### src/rtl/johnson_pkg.sv
// Shared types and decode helpers for the Johnson-code receiver.
package johnson_pkg;

   // Widest code word the helpers accept; callers zero-extend into this.
   localparam int JD_MAX_N = 32;

   typedef enum logic {HUNT, LOCKED} jd_state_t;

   // Legal iff the ones run unbroken from the LSB (top bit clear) or from
   // the MSB (top bit set); the latter is checked on the complement.
   function automatic logic johnson_legal(input logic [JD_MAX_N-1:0] code,
                                          input int unsigned        n);
      logic [JD_MAX_N-1:0] mask;
      logic [JD_MAX_N-1:0] c;
      logic [JD_MAX_N-1:0] sh;
      mask = (JD_MAX_N'(1) << n) - JD_MAX_N'(1);
      c    = code & mask;
      sh   = c >> (n - 1);
      if (sh[0]) begin
         c = ~c & mask;
      end
      return (c & (c + JD_MAX_N'(1))) == '0;
   endfunction

   // Position of a legal code in the 2n-step ring; meaningless for illegal codes.
   function automatic int unsigned johnson_index(input logic [JD_MAX_N-1:0] code,
                                                 input int unsigned        n);
      logic [JD_MAX_N-1:0] mask;
      logic [JD_MAX_N-1:0] c;
      logic [JD_MAX_N-1:0] sh;
      int unsigned         p;
      mask = (JD_MAX_N'(1) << n) - JD_MAX_N'(1);
      c    = code & mask;
      sh   = c >> (n - 1);
      p    = $countones(c);
      if (sh[0]) begin
         return (2 * n - p) % (2 * n);
      end
      return p;
   endfunction

endpackage

### src/rtl/johnson_decoder_if.sv
// Sample strobe/code in, decoded status out.
interface johnson_decoder_if #(
   parameter int N = 4
) ();
   localparam int CW = $clog2(2 * N);

   logic          en;
   logic [N-1:0]  code;
   logic [CW-1:0] count;
   logic          valid;
   logic          locked;
   logic          step_err;
   logic [7:0]    err_count;

   modport master (
      output en, code,
      input  count, valid, locked, step_err, err_count
   );

   modport slave (
      input  en, code,
      output count, valid, locked, step_err, err_count
   );
endinterface

### src/rtl/johnson_decoder.sv
// Decodes a sampled Johnson code word, checks single-step progression and
// tracks lock with a HUNT/LOCKED state machine.
module johnson_decoder
   import johnson_pkg::*;
#(
   parameter  int N          = 4,
   parameter  int LOCK_COUNT = 3,
   localparam int CW         = $clog2(2 * N)
) (
   input  logic             clock,
   input  logic             reset,
   johnson_decoder_if.slave bus
);

   logic [CW-1:0]       count_q;
   logic                valid_q;
   logic                have_prev_q;
   jd_state_t           state_q,     state_d;
   logic [3:0]          run_q,       run_d;
   logic                step_err_q,  step_err_d;
   logic [7:0]          err_count_q, err_count_d;

   logic [JD_MAX_N-1:0] code_ext;
   logic                code_legal;
   logic [CW-1:0]       code_idx;
   logic [CW-1:0]       count_succ;
   logic                good_step;
   logic [3:0]          run_inc;

   // Decode the incoming word and compare it with the successor of the last one.
   always_comb begin
      code_ext   = JD_MAX_N'(bus.code);
      code_legal = johnson_legal(code_ext, N);
      code_idx   = CW'(johnson_index(code_ext, N));
      count_succ = (count_q == CW'(2 * N - 1)) ? '0 : count_q + CW'(1);
      good_step  = code_legal && have_prev_q && valid_q && (code_idx == count_succ);
      run_inc    = run_q + 4'd1;
   end

   // Sample register: decoded count, legality and first-sample flag.
   always_ff @(posedge clock or negedge reset) begin
      if (!reset) begin
         count_q     <= '0;
         valid_q     <= 1'b0;
         have_prev_q <= 1'b0;
      end else if (bus.en) begin
         count_q     <= code_idx;
         valid_q     <= code_legal;
         have_prev_q <= 1'b1;
      end
   end

   // Lock FSM state register, with run length, error pulse and error tally.
   always_ff @(posedge clock or negedge reset) begin
      if (!reset) begin
         state_q     <= HUNT;
         run_q       <= '0;
         step_err_q  <= 1'b0;
         err_count_q <= '0;
      end else begin
         state_q     <= state_d;
         run_q       <= run_d;
         step_err_q  <= step_err_d;
         err_count_q <= err_count_d;
      end
   end

   // Lock FSM next state: count good steps in HUNT, drop out of LOCKED on any bad sample.
   always_comb begin
      // NOTE: every target gets a default first so no path leaves one
      // unassigned, which would otherwise infer a latch.
      state_d     = state_q;
      run_d       = run_q;
      step_err_d  = 1'b0;
      err_count_d = err_count_q;
      if (bus.en) begin
         unique case (state_q)
            HUNT: begin
               if (good_step) begin
                  if (run_inc == 4'(LOCK_COUNT)) begin
                     state_d = LOCKED;
                     run_d   = '0;
                  end else begin
                     run_d = run_inc;
                  end
               end else begin
                  run_d = '0;
               end
            end
            LOCKED: begin
               if (!good_step) begin
                  state_d     = HUNT;
                  run_d       = '0;
                  step_err_d  = 1'b1;
                  err_count_d = (err_count_q == 8'hFF) ? err_count_q : err_count_q + 8'd1;
               end
            end
            default: begin
               state_d = HUNT;
               run_d   = '0;
            end
         endcase
      end
   end

   // Lock FSM outputs, all straight from registers.
   always_comb begin
      bus.count     = count_q;
      bus.valid     = valid_q;
      bus.locked    = (state_q == LOCKED);
      bus.step_err  = step_err_q;
      bus.err_count = err_count_q;
   end

endmodule

### src/flat_wrapper.sv
// flat-port wrapper written by rule: the top's interface ports become plain ports
module johnson_decoder_flat import johnson_pkg::*;
#(
   parameter  int N          = 4,
   parameter  int LOCK_COUNT = 3,
   localparam int CW         = $clog2(2 * N)
)
  (clock, reset, bus_en, bus_code, bus_count, bus_valid, bus_locked, bus_step_err, bus_err_count);
  johnson_decoder_if #(.N(N)) bus_i ();
  input  logic clock;
  input  logic reset;
  input wire logic [$bits(bus_i.en)-1:0] bus_en;
  input wire logic [$bits(bus_i.code)-1:0] bus_code;
  output wire logic [$bits(bus_i.count)-1:0] bus_count;
  output wire logic [$bits(bus_i.valid)-1:0] bus_valid;
  output wire logic [$bits(bus_i.locked)-1:0] bus_locked;
  output wire logic [$bits(bus_i.step_err)-1:0] bus_step_err;
  output wire logic [$bits(bus_i.err_count)-1:0] bus_err_count;
  assign bus_i.en = bus_en;
  assign bus_i.code = bus_code;
  assign bus_count = bus_i.count;
  assign bus_valid = bus_i.valid;
  assign bus_locked = bus_i.locked;
  assign bus_step_err = bus_i.step_err;
  assign bus_err_count = bus_i.err_count;
  johnson_decoder #(.N(N), .LOCK_COUNT(LOCK_COUNT)) u_core (.clock(clock), .reset(reset), .bus(bus_i));
endmodule
### config.mk
export PLATFORM = sky130hd
export DESIGN_NAME = johnson_decoder_flat
export DESIGN_NICKNAME = d
export VERILOG_FILES = /design/src/rtl/johnson_pkg.sv /design/src/rtl/johnson_decoder_if.sv /design/src/rtl/johnson_decoder.sv /design/src/flat_wrapper.sv
export SDC_FILE = /design/constraint.sdc
export NUM_CORES = 1
export LEC_CHECK = 0
export BUFFER_PORTS_ARGS = -buffer_cell sky130_fd_sc_hd__buf_2
export CORE_MARGIN = 1
export CORE_UTILIZATION = 58
export CTS_CLUSTER_DIAMETER = 40
export DETAILED_ROUTE_END_ITERATION = 10
export HOLD_SLACK_MARGIN = 0.06
export PLACE_DENSITY = 0.94
export SYNTH_ARGS = -nofsm -noshare
export SYNTH_HDL_FRONTEND = slang
export SYNTH_SLANG_ARGS = --single-unit
### constraint.sdc
create_clock -name clock -period 6.6 [get_ports clock]
set_input_delay 0.33 -clock clock [delete_from_list [all_inputs] [get_ports clock]]
set_output_delay 0.33 -clock clock [all_outputs]
set_load 0.02 [all_outputs]
==> impl_metrics.env, run 1 <==
export IMPL_ys_flop_type="dfrtp_1"
export IMPL_worstSetupStartpointType="input pin"
export IMPL_wl_per_cell_microns=13.2
export IMPL_die_w_microns=46.1
export IMPL_max_slew_margin_pct=70.0
export IMPL_die_area_sq_mm=0.00212
export IMPL_path_class="input pin to flip-flop"
export IMPL_port_buffers=20
export IMPL_clkPwrFrac_pct=23.1
export IMPL_num_fill_cells=131
export IMPL_rsz0062_at_grt="false"
export IMPL_row_count=15
export IMPL_switchingPower_uw=83.8
export IMPL_ios=21
export IMPL_antenna_found_initial=0
export IMPL_synthCells=119
export IMPL_dp_hpwl_microns=1670
export IMPL_finalSetupViolCount=0
export IMPL_htree_levels=1
export IMPL_cp_max_fo=15
export IMPL_grt_pass1_wl_microns=3620
export IMPL_setup_slack_ns=3.41
export IMPL_cts_tree="built"
export IMPL_grt_max_degree=20
export IMPL_die_height_microns=46.1
export IMPL_cellPowerDensity_mw_per_mm2=205
export IMPL_p_leak_nw=0.632
export IMPL_syn_cell_area_sq_mm=0.00113
export IMPL_clk_pin_slew_ns=0.12
export IMPL_cts_buffers=3
export IMPL_track_usage_pct=24.6
export IMPL_synthToLayoutAreaGrowth_pct=12.9
export IMPL_ir_drop_mv=0.156
export IMPL_power_switching_share_pct=32.1
export IMPL_crit_buf_inv=4
export IMPL_pwr_share_seq_pct=49.3
export IMPL_root_buffer="clkbuf_4"
export IMPL_core_area_sq_mm=0.00178
export IMPL_routed_via_density=5.45
export IMPL_cp_end_kind="flip-flop"
export IMPL_synth_seq_cells=19
export IMPL_finalWirelength_microns=2180
export IMPL_yosys_area_top_type="dfrtp_1"
export IMPL_finish_utilization_pct=71.4
export IMPL_gr_total_overflow=0
export IMPL_synth_async_reset_ratio_pct=100
export IMPL_power_uw=261
export IMPL_synth_edf_count=0
export IMPL_syn_nets=135
export IMPL_regArea_sq_um=475
export IMPL_timing_final_crit_share_pct=48.3
export IMPL_insertedDiodeCount=0
export IMPL_hold_violations=0
export IMPL_ys_types=33
export IMPL_place_congestion=0.856
export IMPL_numClockSinks=19
export IMPL_power_share_combinational_pct=27.6
export IMPL_ys_warnings_count=0
export IMPL_hold_class="input pin to flip-flop"
export IMPL_worstPathArrival_ns=3.40
export IMPL_via_count=899
export IMPL_crit_chain="buf_2 > inv_1 > fa_1 > inv_1 > ha_1 > ha_1 > inv_1 > ha_1 > mux2i_2 > xnor2_1 > or4b_1 > nand2_1 > mux2_2"
export IMPL_ys_seq_area_share_pct=42.2
export IMPL_synthTopCellsByArea="dfrtp_1 (42%), ha_1 (8.9%), xnor2_1 (7.8%)"
export IMPL_cp_required_ns=6.81
export IMPL_critPathSlowestCell="or4b_1"
export IMPL_multi_input_area_sq_um=583
export IMPL_final_cells=165
export IMPL_grt_pass1_vias=902
export IMPL_postRouteAntennaNets=0
export IMPL_drive_gt1_share_pct=20.7
export IMPL_synth_top_cell_area_share_pct=42.2
export IMPL_tns_ns=0
export IMPL_finalCriticalPeriod_ns=3.19
export IMPL_ctsLongestPathBuffers=2
export IMPL_critPathMaxStageDelay_ns=0.71
export IMPL_tightest_slew_ns=0.449
export IMPL_cp_top_family="adder cells"
export IMPL_slew_viol_final=0
export IMPL_drv_cap=0
export IMPL_syn_avg_cell_area_sq_um=9.47
export IMPL_fin_skew_ns=0.0125
export IMPL_dr_first_iter_drc_count=13
export IMPL_drc=0
export IMPL_pre_cts_slack_ns=3.08
export IMPL_internal_power_uw=177
export IMPL_layout_nets=157
export IMPL_status="finished clean"
export IMPL_place_inst=160
export IMPL_start_util_pct=63.2
export IMPL_insertion_delay_ns=0.31
export IMPL_drtPass1Iterations=4
export IMPL_fmax_mhz=314
area by class of cell:
| cell class | instances | share of cell area, % |
|---|---|---|
| Sequential cell | 19 | 37.4 |
| Clock inverter | 1 | 0.393 |
| Inverter | 12 | 3.54 |
| Timing Repair Buffer | 21 | 8.65 |
| Tap cell | 25 | 2.46 |
| Clock buffer | 3 | 1.77 |
| Multi-Input combinational cell | 84 | 45.8 |
worst register-to-register path, delay by kind of cell (launching register included):
family                   cells  cell delay, ns
AO/OA/AOI/OAI                1            0.12
XOR/XNOR                     1            0.14
adder cells (fa/ha/maj)      2            0.39
flip-flops                   1            0.42
multiplexers                 1            0.35
AND/OR/NAND/NOR              3            1.11
layer usage:
metal | global-route usage (%) | vias to the layer above | part of all wire (%)
met5 | 0 | - | 0
met4 | 13.5 | 0 | 2.3
met3 | 5.10 | 5 | 2.7
met2 | 43.9 | 19 | 52
met1 | 26.9 | 428 | 43
li1 | - | 447 | -
cells in the final DEF (no fill, tap or decap), drive strengths merged, types with 2 or more instances in the layout:
cell type   n
o22ai       2
o21ai       3
ha          8
dfrtp      19
inv        12
xnor2      10
a21oi       8
nand2       9
a31oi       3
nor2        9
nor4        2
nand3       6
a21o        2
nor3        2
mux2i       3
nand4       2
nor2b       4
clkbuf      3
mux2        2
buf        20
repair_timing:
item | CTS | global route
hold buffers | 1 | 0
hold endpoints to repair | 19 | 0
setup buffers | 0 | 0
resized for setup | 0 | 0
logic make-up (layout without fill, tap and decap cells):
logic type | Yosys count | after routing | share of synthesized area [%]
and+or+nand+nor | 40 | 40 | 17.8
xor gates and xnor gates | 11 | 11 | 8.55
buffers and inverters | 16 | 37 | 6.10
adders and majority gates | 9 | 9 | 10.7
DFF | 19 | 19 | 42.2
muxes | 5 | 5 | 4.99
AOI/OAI and AO/OA | 19 | 19 | 9.77
synthesized netlist by cell type, types with 2 or more instances:
library cell and instances:
nand2_1 9, nor2b_1 4, o21ai_0 2, a31oi_1 3, xnor2_1 10, ha_1 8, nand3_1 6, a21o_1 2
dfrtp_1 19, nand4_1 2, nor4_1 2, nor3_1 2, clkbuf_1 2, a21oi_1 8, mux2_2 2, o22ai_1 2
inv_1 11, mux2i_1 2, nor2_1 9
flip-flops by register name, summed over array words and instances, names as in the netlist:
signal	cells
u_core.bus.count	3
u_core.bus.err_count	8
u_core.bus.locked	1
u_core.bus.step_err	1
u_core.bus.valid	1
u_core.have_prev_q	1
u_core.run_q	4
stage by stage:
step                area [sq um]  hold slack (ns)
global placement            1230            0.276
CTS                         1270            0.392
finish                      1270            0.394
global route                1270            0.422
detailed placement          1230            0.289
floorplan                   1130           0.0344
final timing paths:
path	to	depth (start not counted)	startpoint	slack, ns
worst max-delay path	u_core.bus.err_count[1]$_DFFE_PN0P_	13	bus_code[3]	3.41
worst min-delay path	u_core.bus.count[2]$_DFFE_PN0P_	2	bus_en	0.39
worst max register to register	u_core.bus.err_count[1]$_DFFE_PN0P_	8	u_core.bus.count[0]$_DFFE_PN0P_	3.99
worst min register to register	u_core.have_prev_q$_DFFE_PN0P_	1	u_core.have_prev_q$_DFFE_PN0P_	0.50
max in group asynchronous	u_core.run_q[1]$_DFFE_PN0P_	2	reset	5.82
min in group asynchronous	u_core.bus.count[2]$_DFFE_PN0P_	2	reset	0.48
power by group through the flow:
stage	logic [mW]	registers, mW	clock network [mW]
floorplan	0.0487	0.137	0
global placement	0.0693	0.130	0
detailed placement	0.0718	0.131	0
CTS	0.0729	0.129	0.0612
global route	0.0810	0.130	0.0661
finish	0.0719	0.129	0.0603
(Power assumes the default switching activity.)
==> run 2, diff against run 1 <==
--- a/config.mk
+++ b/config.mk
@@ -7,11 +7,11 @@
 export LEC_CHECK = 0
 export BUFFER_PORTS_ARGS = -buffer_cell sky130_fd_sc_hd__buf_2
 export CORE_MARGIN = 1
-export CORE_UTILIZATION = 58
+export CORE_UTILIZATION = 54
 export CTS_CLUSTER_DIAMETER = 40
 export DETAILED_ROUTE_END_ITERATION = 10
 export HOLD_SLACK_MARGIN = 0.06
-export PLACE_DENSITY = 0.94
+export PLACE_DENSITY = 0.89
 export SYNTH_ARGS = -nofsm -noshare
 export SYNTH_HDL_FRONTEND = slang
 export SYNTH_SLANG_ARGS = --single-unit
==> constraint.sdc (replaced) <==
create_clock -name clock -period 3.1 [get_ports clock]
set_input_delay 0.155 -clock clock [delete_from_list [all_inputs] [get_ports clock]]
set_output_delay 0.155 -clock clock [all_outputs]
set_load 0.02 [all_outputs]
==> run 2 against run 1 <==
Net effect:
- non-clock buffer count grew 4
- utilization shrank 4.9 points
- combinational power grew 130%
- sequential power grew 110%
- cell count grew 3.6%
- global-route usage shrank 3.7 points
- via count grew 3.4%
- critical path depth grew 1
- cell area grew 2.6%
- first-iteration DRC count grew 38%
- setup slack lost 3.2 ns
- sequential share of layout area shrank 0.93 points
- critical path type unchanged
==> impl_metrics.env, run 2 (same netlist as run 1, synthesis figures left out) <==
export IMPL_num_fill_cells=160
export IMPL_rrSetupSlack_ns=0.63
export IMPL_startpoint="bus_code[0]"
export IMPL_cp_end_kind="flip-flop"
export IMPL_worstSetupStartpointType="input pin"
export IMPL_finalSetupViolCount=0
export IMPL_insertedDiodeCount=0
export IMPL_via_count=930
export IMPL_htree_levels=1
export IMPL_numClockSinks=19
export IMPL_hold_class="input pin to flip-flop"
export IMPL_slew_viol_final=0
export IMPL_finish_utilization_pct=66.5
export IMPL_finalCriticalPeriod_ns=2.89
export IMPL_drc=0
export IMPL_met3_usage_pct=6.04
export IMPL_place_congestion=0.857
export IMPL_tns_ns=0
export IMPL_timing_final_crit_share_pct=93.1
export IMPL_cp_required_ns=3.30
export IMPL_rsz0062_at_grt="false"
export IMPL_die_w_microns=47.7
export IMPL_ir_drop_mv=0.328
export IMPL_root_buffer="clkbuf_4"
export IMPL_met2_usage_pct=33.5
export IMPL_place_inst=166
export IMPL_drtPass1Iterations=4
export IMPL_cp_top_family="adder cells"
export IMPL_routed_via_density=5.44
export IMPL_crit_buf_inv=5
export IMPL_wl_per_cell_microns=12.5
export IMPL_row_count=16
export IMPL_cts_tree="built"
export IMPL_final_cell_mix="buf_2 (20), dfrtp_1 (19), inv_1 (11)"
export IMPL_antenna_found_initial=0
export IMPL_track_usage_pct=20.9
export IMPL_critPathSlowestCell="fa_1"
export IMPL_status="finished clean"
export IMPL_core_area_sq_mm=0.00196
export IMPL_clk_pin_slew_ns=0.11
export IMPL_drv_cap=0
export IMPL_dr_first_iter_drc_count=18
export IMPL_r2r_start="u_core.bus.count[0]$_DFFE_PN0P_"
export IMPL_insertion_delay_ns=0.31
export IMPL_ctsLongestPathBuffers=2
export IMPL_crit_chain="buf_2 > inv_1 > fa_1 > inv_1 > ha_1 > ha_1 > inv_1 > ha_1 > nand2b_1 > o21ai_0 > or4b_1 > buf_4 > nand2_1 > mux2_2"
export IMPL_ios=21
export IMPL_die_height_microns=47.7
export IMPL_ctsResizeCount=0
export IMPL_max_slew_margin_pct=72.5
export IMPL_worstPathArrival_ns=3.08
export IMPL_p_leak_nw=0.650
export IMPL_cellPowerDensity_mw_per_mm2=434
export IMPL_die_area_sq_mm=0.00227
export IMPL_final_common_cell="buf_2"
export IMPL_postRouteAntennaNets=0
export IMPL_port_buffers=20
export IMPL_path_class="input pin to flip-flop"
export IMPL_grt_max_degree=20
export IMPL_start_util_pct=57.5
export IMPL_fin_skew_ns=0.00856
export IMPL_busiest_layer="met2"
export IMPL_tightest_slew_ns=0.413
export IMPL_hp_start="bus_en"
export IMPL_use_met1_pct=27.9
export IMPL_fmax_mhz=346
export IMPL_largest_reg_flops=8
export IMPL_dp_hpwl_microns=1640
export IMPL_gr_total_overflow=0
export IMPL_hold_violations=0
export IMPL_finalWirelength_microns=2130
export IMPL_grt_pass1_vias=796
export IMPL_drive_gt1_share_pct=22.9
export IMPL_grt_pass1_wl_microns=3320
export IMPL_critPathMaxStageDelay_ns=0.54
export IMPL_synthToLayoutAreaGrowth_pct=15.8
export IMPL_cp_max_fo=15
export IMPL_cts_buffers=3
export IMPL_layout_nets=161
export IMPL_final_cells=171
run 2: cell types whose count changed in the layout (fill, tap and decap cells not counted):
cell	previous run	this run
buf_4	0	4
run 2: final cells by class:
class / instances / area (sq um) / share of cell area (%)
Multi-Input combinational cell: 84 / 583 / 44.7
Sequential cell: 19 / 475 / 36.4
Timing Repair Buffer: 25 / 140 / 10.7
Inverter: 12 / 45.0 / 3.45
Tap cell: 27 / 33.8 / 2.59
Clock buffer: 3 / 22.5 / 1.73
Clock inverter: 1 / 5.00 / 0.384
run 2: metal layers:
layer,up-vias,share of wire [%]
met5,-,0
met4,0,0
met3,0,4.8
met2,25,49
met1,450,46
li1,455,-
run 2: through the flow:
stage | hold WS, ns | power [mW] | area [sq um] | setup slack [ns]
after floorplan | -0.141 | 0.396 | 1130 | 0.187
after global placement | 0.106 | 0.431 | 1270 | 0.0338
after detailed placement | 0.111 | 0.441 | 1270 | -0.0747
after CTS | 0.218 | 0.570 | 1310 | 0.220
after global routing | 0.246 | 0.599 | 1310 | 0.0790
final | 0.216 | 0.566 | 1310 | 0.212
run 2: final timing paths:
kind,depth (start not counted),end
setup reg to reg,9,u_core.bus.err_count[1]$_DFFE_PN0P_
hold / removal,2,u_core.bus.locked$_DFFE_PN0P_
min in group asynchronous,2,u_core.bus.err_count[0]$_DFFE_PN0P_
hold reg to reg,1,u_core.have_prev_q$_DFFE_PN0P_
setup / recovery,14,u_core.bus.err_count[1]$_DFFE_PN0P_
max in group asynchronous,2,u_core.bus.count[1]$_DFFE_PN0P_
run 2: timing repair:
action | in CTS | in global routing
hold buffers | 1 | 0
buffers inserted | 0 | 0
hold endpoints to repair | 19 | 0
setup endpoints to repair | 0 | 0
run 2: report_power, final:
| part | total, mW | switching [mW] | internal (mW) |
|---|---|---|---|
| clock | 0.129 | 0.0806 | 0.0482 |
| sequential | 0.275 | 0.0135 | 0.261 |
| combinational | 0.163 | 0.0894 | 0.0736 |
| total | 0.566 | 0.183 | 0.383 |
